File: src/rtl/if_pkg.sv
// Shared types and constants for the instruction-fetch unit: FSM state
// encoding, datapath widths, PC increment and the fetch-queue entry layout.
package if_pkg;

  localparam int INST_W  = 32;
  localparam int PC_W    = 32;
  localparam int ENTRY_W = PC_W + INST_W;

  localparam logic [PC_W-1:0] PC_STEP = 32'd4;

  typedef enum logic [1:0] {
    S_IDLE = 2'd0,
    S_REQ  = 2'd1,
    S_HOLD = 2'd2
  } if_state_t;

  typedef struct packed {
    logic [PC_W-1:0]   pc;
    logic [INST_W-1:0] inst;
  } if_entry_t;

endpackage

File: src/rtl/if_fetch_queue.sv
// Circular fetch queue holding {pc, inst} entries between the L1I response
// and decode. Head is read straight from the storage array and forced to
// zero while the queue is empty. Clear drops all entries in one cycle and
// wins over a simultaneous push or pop.
module if_fetch_queue
  import if_pkg::*;
#(
  parameter int QDEPTH = 4,
  parameter int CNT_W  = $clog2(QDEPTH) + 1
)(
  input  logic               clk,
  input  logic               rst,
  input  logic               i_clear,
  input  logic               i_push,
  input  logic [ENTRY_W-1:0] i_push_data,
  input  logic               i_pop,
  output logic [CNT_W-1:0]   o_count,
  output logic               o_valid,
  output logic [ENTRY_W-1:0] o_head
);

  localparam int PTR_W = $clog2(QDEPTH);

  if_entry_t        r_mem [QDEPTH];
  logic [PTR_W-1:0] r_wr_ptr;
  logic [PTR_W-1:0] r_rd_ptr;
  logic [CNT_W-1:0] r_count;
  logic             w_push;
  logic             w_pop;
  logic             w_full;

  assign w_full  = (r_count == CNT_W'(QDEPTH));
  assign w_pop   = i_pop && (r_count != '0);
  assign w_push  = i_push && (!w_full || w_pop);
  assign o_count = r_count;
  assign o_valid = (r_count != '0);
  assign o_head  = o_valid ? r_mem[r_rd_ptr] : '0;

  // Pointer and occupancy bookkeeping; simultaneous push+pop keeps the count.
  always_ff @(posedge clk) begin
    if (rst) begin
      r_wr_ptr <= '0;
      r_rd_ptr <= '0;
      r_count  <= '0;
    end else if (i_clear) begin
      r_wr_ptr <= '0;
      r_rd_ptr <= '0;
      r_count  <= '0;
    end else begin
      if (w_push) r_wr_ptr <= r_wr_ptr + 1'b1;
      if (w_pop)  r_rd_ptr <= r_rd_ptr + 1'b1;
      case ({w_push, w_pop})
        2'b10:   r_count <= r_count + 1'b1;
        2'b01:   r_count <= r_count - 1'b1;
        default: r_count <= r_count;
      endcase
    end
  end

  // Entry storage; contents are only meaningful below the count, so no reset.
  always_ff @(posedge clk) begin
    if (w_push) r_mem[r_wr_ptr] <= if_entry_t'(i_push_data);
  end

endmodule

File: src/rtl/if_fetch_unit.sv
// Instruction-fetch stage in front of the L1 instruction cache. Holds the PC,
// presents it as tag/index/offset, issues one fetch per accepted request,
// queues the returning words with their PC and hands them to decode.
// A redirect flushes the queue and any pending response and pulses flush.
// Build option: define IF_FETCH_PERF_EN to add saturating perf counters
// (perf_fetch_cnt, perf_stall_cnt).
module if_fetch_unit
  import if_pkg::*;
#(
  parameter int          TNUM     = 21,
  parameter int          INUM     = 26 - TNUM,
  parameter int          QDEPTH   = 4,
  parameter logic [31:0] RESET_PC = 32'h0000_0000
)(
  input  logic            clk,
  input  logic            rst,
  output logic [TNUM-1:0] tag_C_L1,
  output logic [INUM-1:0] index_C_L1,
  output logic [5:0]      offset,
  output logic            read_C_L1,
  output logic            flush,
  input  logic            stall,
  input  logic [31:0]     read_data_L1_C,
  input  logic            redirect_valid,
  input  logic [31:0]     redirect_pc,
  output logic            inst_valid,
  input  logic            inst_ready,
  output logic [31:0]     inst_data,
  output logic [31:0]     inst_pc
`ifdef IF_FETCH_PERF_EN
  ,
  output logic [31:0]     perf_fetch_cnt,
  output logic [31:0]     perf_stall_cnt
`endif
);

  localparam int              CNT_W   = $clog2(QDEPTH) + 1;
  localparam logic [CNT_W:0]  OCC_MAX = (CNT_W+1)'(QDEPTH);

  if_state_t        r_state;
  logic [PC_W-1:0]  r_pc;
  logic [PC_W-1:0]  r_resp_pc;
  logic             r_read;
  logic             r_flush;
  logic             r_resp_pend;

  logic             w_accept;
  logic             w_pop;
  logic             w_qvalid;
  logic             w_credit;
  logic [CNT_W-1:0] w_count;
  logic [CNT_W:0]   w_occ_next;
  if_entry_t        w_push_entry;
  logic [ENTRY_W-1:0] w_head;
  if_entry_t        w_head_entry;

  assign w_accept = r_read && !stall;
  assign w_pop    = w_qvalid && inst_ready;

  // Slots that will be spoken for after this edge: queued entries plus the
  // response still in flight. A new request needs one free slot beyond that,
  // so a returning word can never find the queue full.
  assign w_occ_next = {1'b0, w_count} + (CNT_W+1)'(r_resp_pend)
                    - (CNT_W+1)'(w_pop) + (CNT_W+1)'(w_accept);
  assign w_credit   = (w_occ_next < OCC_MAX);

  assign tag_C_L1   = r_pc[31:32-TNUM];
  assign index_C_L1 = r_pc[31-TNUM:6];
  assign offset     = r_pc[5:0];
  assign read_C_L1  = r_read;
  assign flush      = r_flush;

  assign w_push_entry.pc   = r_resp_pc;
  assign w_push_entry.inst = read_data_L1_C;
  assign w_head_entry      = if_entry_t'(w_head);
  assign inst_valid        = w_qvalid;
  assign inst_data         = w_head_entry.inst;
  assign inst_pc           = w_head_entry.pc;

  // Fetch FSM with PC, response tracking and registered request/flush outputs.
  always_ff @(posedge clk) begin
    if (rst) begin
      r_state     <= S_IDLE;
      r_pc        <= RESET_PC;
      r_read      <= 1'b0;
      r_flush     <= 1'b0;
      r_resp_pend <= 1'b0;
    end else if (redirect_valid) begin
      // Abandon any request (even one accepted this cycle) and any pending
      // response; the low address bits are forced to word alignment.
      r_state     <= S_REQ;
      r_pc        <= redirect_pc & ~32'h3;
      r_read      <= 1'b0;
      r_flush     <= 1'b1;
      r_resp_pend <= 1'b0;
    end else begin
      r_flush     <= 1'b0;
      r_resp_pend <= w_accept;
      if (w_accept) r_pc <= r_pc + PC_STEP;
      case (r_state)
        S_IDLE: begin
          r_state <= S_REQ;
          r_read  <= 1'b1;
        end
        S_REQ, S_HOLD: begin
          if (w_credit) begin
            r_state <= S_REQ;
            r_read  <= 1'b1;
          end else begin
            r_state <= S_HOLD;
            r_read  <= 1'b0;
          end
        end
        default: begin
          r_state <= S_IDLE;
          r_read  <= 1'b0;
        end
      endcase
    end
  end

  // Remember which PC the in-flight response belongs to.
  always_ff @(posedge clk) begin
    if (w_accept) r_resp_pc <= r_pc;
  end

  if_fetch_queue #(
    .QDEPTH (QDEPTH),
    .CNT_W  (CNT_W)
  ) u_queue (
    .clk         (clk),
    .rst         (rst),
    .i_clear     (redirect_valid),
    .i_push      (r_resp_pend),
    .i_push_data (w_push_entry),
    .i_pop       (w_pop),
    .o_count     (w_count),
    .o_valid     (w_qvalid),
    .o_head      (w_head)
  );

`ifdef IF_FETCH_PERF_EN
  logic [31:0] r_perf_fetch;
  logic [31:0] r_perf_stall;

  // Saturating event counters; intentionally left running across redirects.
  always_ff @(posedge clk) begin
    if (rst) begin
      r_perf_fetch <= '0;
      r_perf_stall <= '0;
    end else begin
      if (w_accept && (r_perf_fetch != '1))
        r_perf_fetch <= r_perf_fetch + 32'd1;
      if (r_read && stall && (r_perf_stall != '1))
        r_perf_stall <= r_perf_stall + 32'd1;
    end
  end

  assign perf_fetch_cnt = r_perf_fetch;
  assign perf_stall_cnt = r_perf_stall;
`else
  // Performance counters are not built in this configuration.
`endif

endmodule

File: config.mk
export PLATFORM = sky130hd
export DESIGN_NAME = if_fetch_unit
export DESIGN_NICKNAME = d
export VERILOG_FILES = /design/src/rtl/if_pkg.sv /design/src/rtl/if_fetch_queue.sv /design/src/rtl/if_fetch_unit.sv
export SDC_FILE = /design/constraint.sdc
export NUM_CORES = 1
export LEC_CHECK = 0
export ABC_AREA = 1
export CAP_MARGIN = 20
export CORE_MARGIN = 8
export CORE_UTILIZATION = 60
export CTS_CLUSTER_DIAMETER = 40
export DETAILED_ROUTE_END_ITERATION = 8
export HOLD_SLACK_MARGIN = 0.12
export PLACE_DENSITY = 0.85
export SYNTH_ARGS = -nofsm -noshare
export SYNTH_HDL_FRONTEND = slang
export SYNTH_SLANG_ARGS = --single-unit
File: constraint.sdc
create_clock -name clk -period 8.1 [get_ports clk]
set_input_delay 1.215 -clock clk [delete_from_list [all_inputs] [get_ports clk]]
set_output_delay 1.215 -clock clk [all_outputs]
set_load 0.005 [all_outputs]
==> impl_metrics.toml <==
[critical_path]
cp.arrival_ns = 3.54
r2r-end = "u_queue.r_mem[3][40]"
worst_ep_required_time_ns = 6.88
reg2reg_from = "u_queue.o_count[1]"
crit_path_start_kind = "register"
criticalPathCategory = "reg -> out"
r2r_slack_ns = 5.21
rr_worst_depth = 5
end_kind = "primary output"
cp_max_fo = 63

[placement]
numPortBuffers = 161
gp_congestion = 0.903
dp_hpwl_microns = 18800
preCtsSetupSlack_ns = 3.87

[sta]
finalSetupTns_ns = 0
finClkSkew_ns = 0.00901
rsz0062_at_grt = "no"
slew_violations = 0
fin_crit_ns = 4.75
fin_crit_sh_pct = 58.7
setup_ws_ns = 3.35
timing.fmax_mhz = 210
tightest_slew_ns = 1.03
maxSlewHeadroom_pct = 31.3
hold_viol = 0
fin_hold_ws_ns = 0.490
setup_viol = 0

[floorplanning]
die_area_sq_mm = 0.0274
die_y_microns = 165
rows = 54
start_util_pct = 61.2
die_w_microns = 165
io_pins = 168
core_sq_mm = 0.0219

[drt]
postRouteAntennaNets = 0
drt_first_pass_iters = 5
via_count = 9489
wl_per_cell_microns = 19.0
drc = 0
routed_wl_microns = 31600
drt_iter0_markers = 896
viasPerCell = 5.72

[yosys]
syn_inst = 1196
synth_top_flop_cell = "edfxtp_1"
avgSynthCellArea_sq_um = 11.2
yosysTopAreaCell = "edfxtp_1"
synth_enable_flop_cells = 278
synth_area_leaders = "edfxtp_1, nor2_1, dfxtp_1"
ys_ff_latch = 322
synth_top_area_share_pct = 62.3
netlist_area_sq_mm = 0.0134
ys_seq_area_share_pct = 68.9
async_flop_share_pct = 0
synth_cell_types = 42
ys_warn_count = 0

[cts]
cts.clk_slew.worst_paths_ns = 0.06
h-tree-depth = 2
ctsHoldBuffers = 0
cts_max_path_buffers = 3
cts_tree = "done"
cts_made_buffers = 36
post_cts_resized = 0
post_cts_buffers = 0
cts.sinks = 322
clock-root-buffer = "clkbuf_16"
clk_latency_ns = 0.50

[global_routing]
grt_first_pass_wirelength_microns = 48900
grt_use_total_pct = 22.8
grt_max_degree = 93
overflow = 0
antenna_found_initial = 0
grt_pass1_vias = 9542

[pwr]
power_density_mw_per_mm2 = 219
leakagePower_uw = 0.00571
ir_worst_vdd_mv = 0.139

[worst_hold_path]
min_path_type = "reg -> reg"
min_from = "u_queue.r_rd_ptr[1]"
min_path_cells = 2

[run]
max-cap-violations = 0

[cells_and_area]
final_common_cell = "edfxtp_1"
nets = 1434
syn2layout_area_growth_pct = 22.4
final_cell_mix = "edfxtp_1, nor2_1, clkdlybuf4s50_1"
drive_gt1_share_pct = 8.56
diodes = 0
fin_util_pct = 74.9

[outcome]
status = "complete, no violations"
-- cell usage after synthesis (10+ instances only) --
library cell,number
nand3_1,28
edfxtp_1,278
o21ai_0,147
buf_4,12
buf_2,13
inv_1,59
ha_1,12
dfxtp_1,44
o21ai_1,10
nor2_1,279
nand2_1,118
a21oi_1,84
clkbuf_1,16
-- metal layers --
layer  track usage, %  vias up  routed length [microns]
met5                0        -                        0
met4             7.47        0                      604
met3             4.88       46                     3040
met2             39.1      477                    15600
met1             28.5     4512                    12300
li1                 -     4454                        -
-- where the power goes --
part,internal (uW),switching [uW]
clock network,981,633
logic,70.4,69.0
registers,1820,26.2
-- worst max-delay path, stage by stage (launching register included) --
cell	delay [ns]
dfxtp_2	0.31
buf_4	0.63
inv_2	0.47
buf_4	0.41
nor2_1	0.17
o21ai_0	0.12
a21oi_1	0.29
clkdlybuf4s50_1	0.57
-- sequential cells by signal (all words and copies together) (netlist names), named ones only --
signal / count
flush: 1
u_queue.r_wr_ptr: 2
r_resp_pc: 30
read_C_L1: 1
r_resp_pend: 1
r_state: 2
r_pc: 30
u_queue.r_rd_ptr: 2
u_queue.r_mem: 248
u_queue.o_count: 3
-- kinds of logic (layout without fill, tap and decap cells) --
family | after synthesis | after routing | synth area share (%)
flops | 322 | 322 | 68.9
other cells | 1 | 4 | 0.0280
xor+xnor | 4 | 4 | 0.261
simple gates | 472 | 472 | 15.2
fa+ha+maj | 13 | 13 | 1.27
compound gates | 260 | 260 | 10.1
buf+inv | 124 | 303 | 4.17
-- final cells by class --
| type | instances | area, sq um |
|---|---|---|
| multi-input cells | 753 | 3660 |
| well taps | 280 | 350 |
| flip-flops and latches | 322 | 9230 |
| clock inverters | 22 | 243 |
| inverters | 67 | 254 |
| clock buffers | 42 | 955 |
| fillers | 1350 | 5480 |
| repair buffers | 172 | 1710 |
-- per-stage QoR --
| step | instance area [sq um] | power [uW] | cells |
|---|---|---|---|
| global route | 16400 | 3700 | 1658 |
| finish | 16400 | 3600 | 1658 |
| floorplan | 13400 | 1930 | 1199 |
| global placement | 15200 | 2010 | 1593 |
| CTS | 16400 | 3620 | 1657 |
| detailed placement | 15200 | 2010 | 1593 |
-- how the worst max path moves through the flow --
stage,startpoint,depth (start not counted),end
final,register,7,inst_pc[18]
after global routing,register,7,inst_pc[27]
after CTS,register,7,inst_pc[27]
after detailed placement,inst_ready,6,u_queue.r_mem[1][5]
after global placement,register,7,inst_pc[18]
after floorplan,inst_ready,4,u_queue.r_mem[0][0]
No activity file was read; power rests on OpenSTA's default activity.
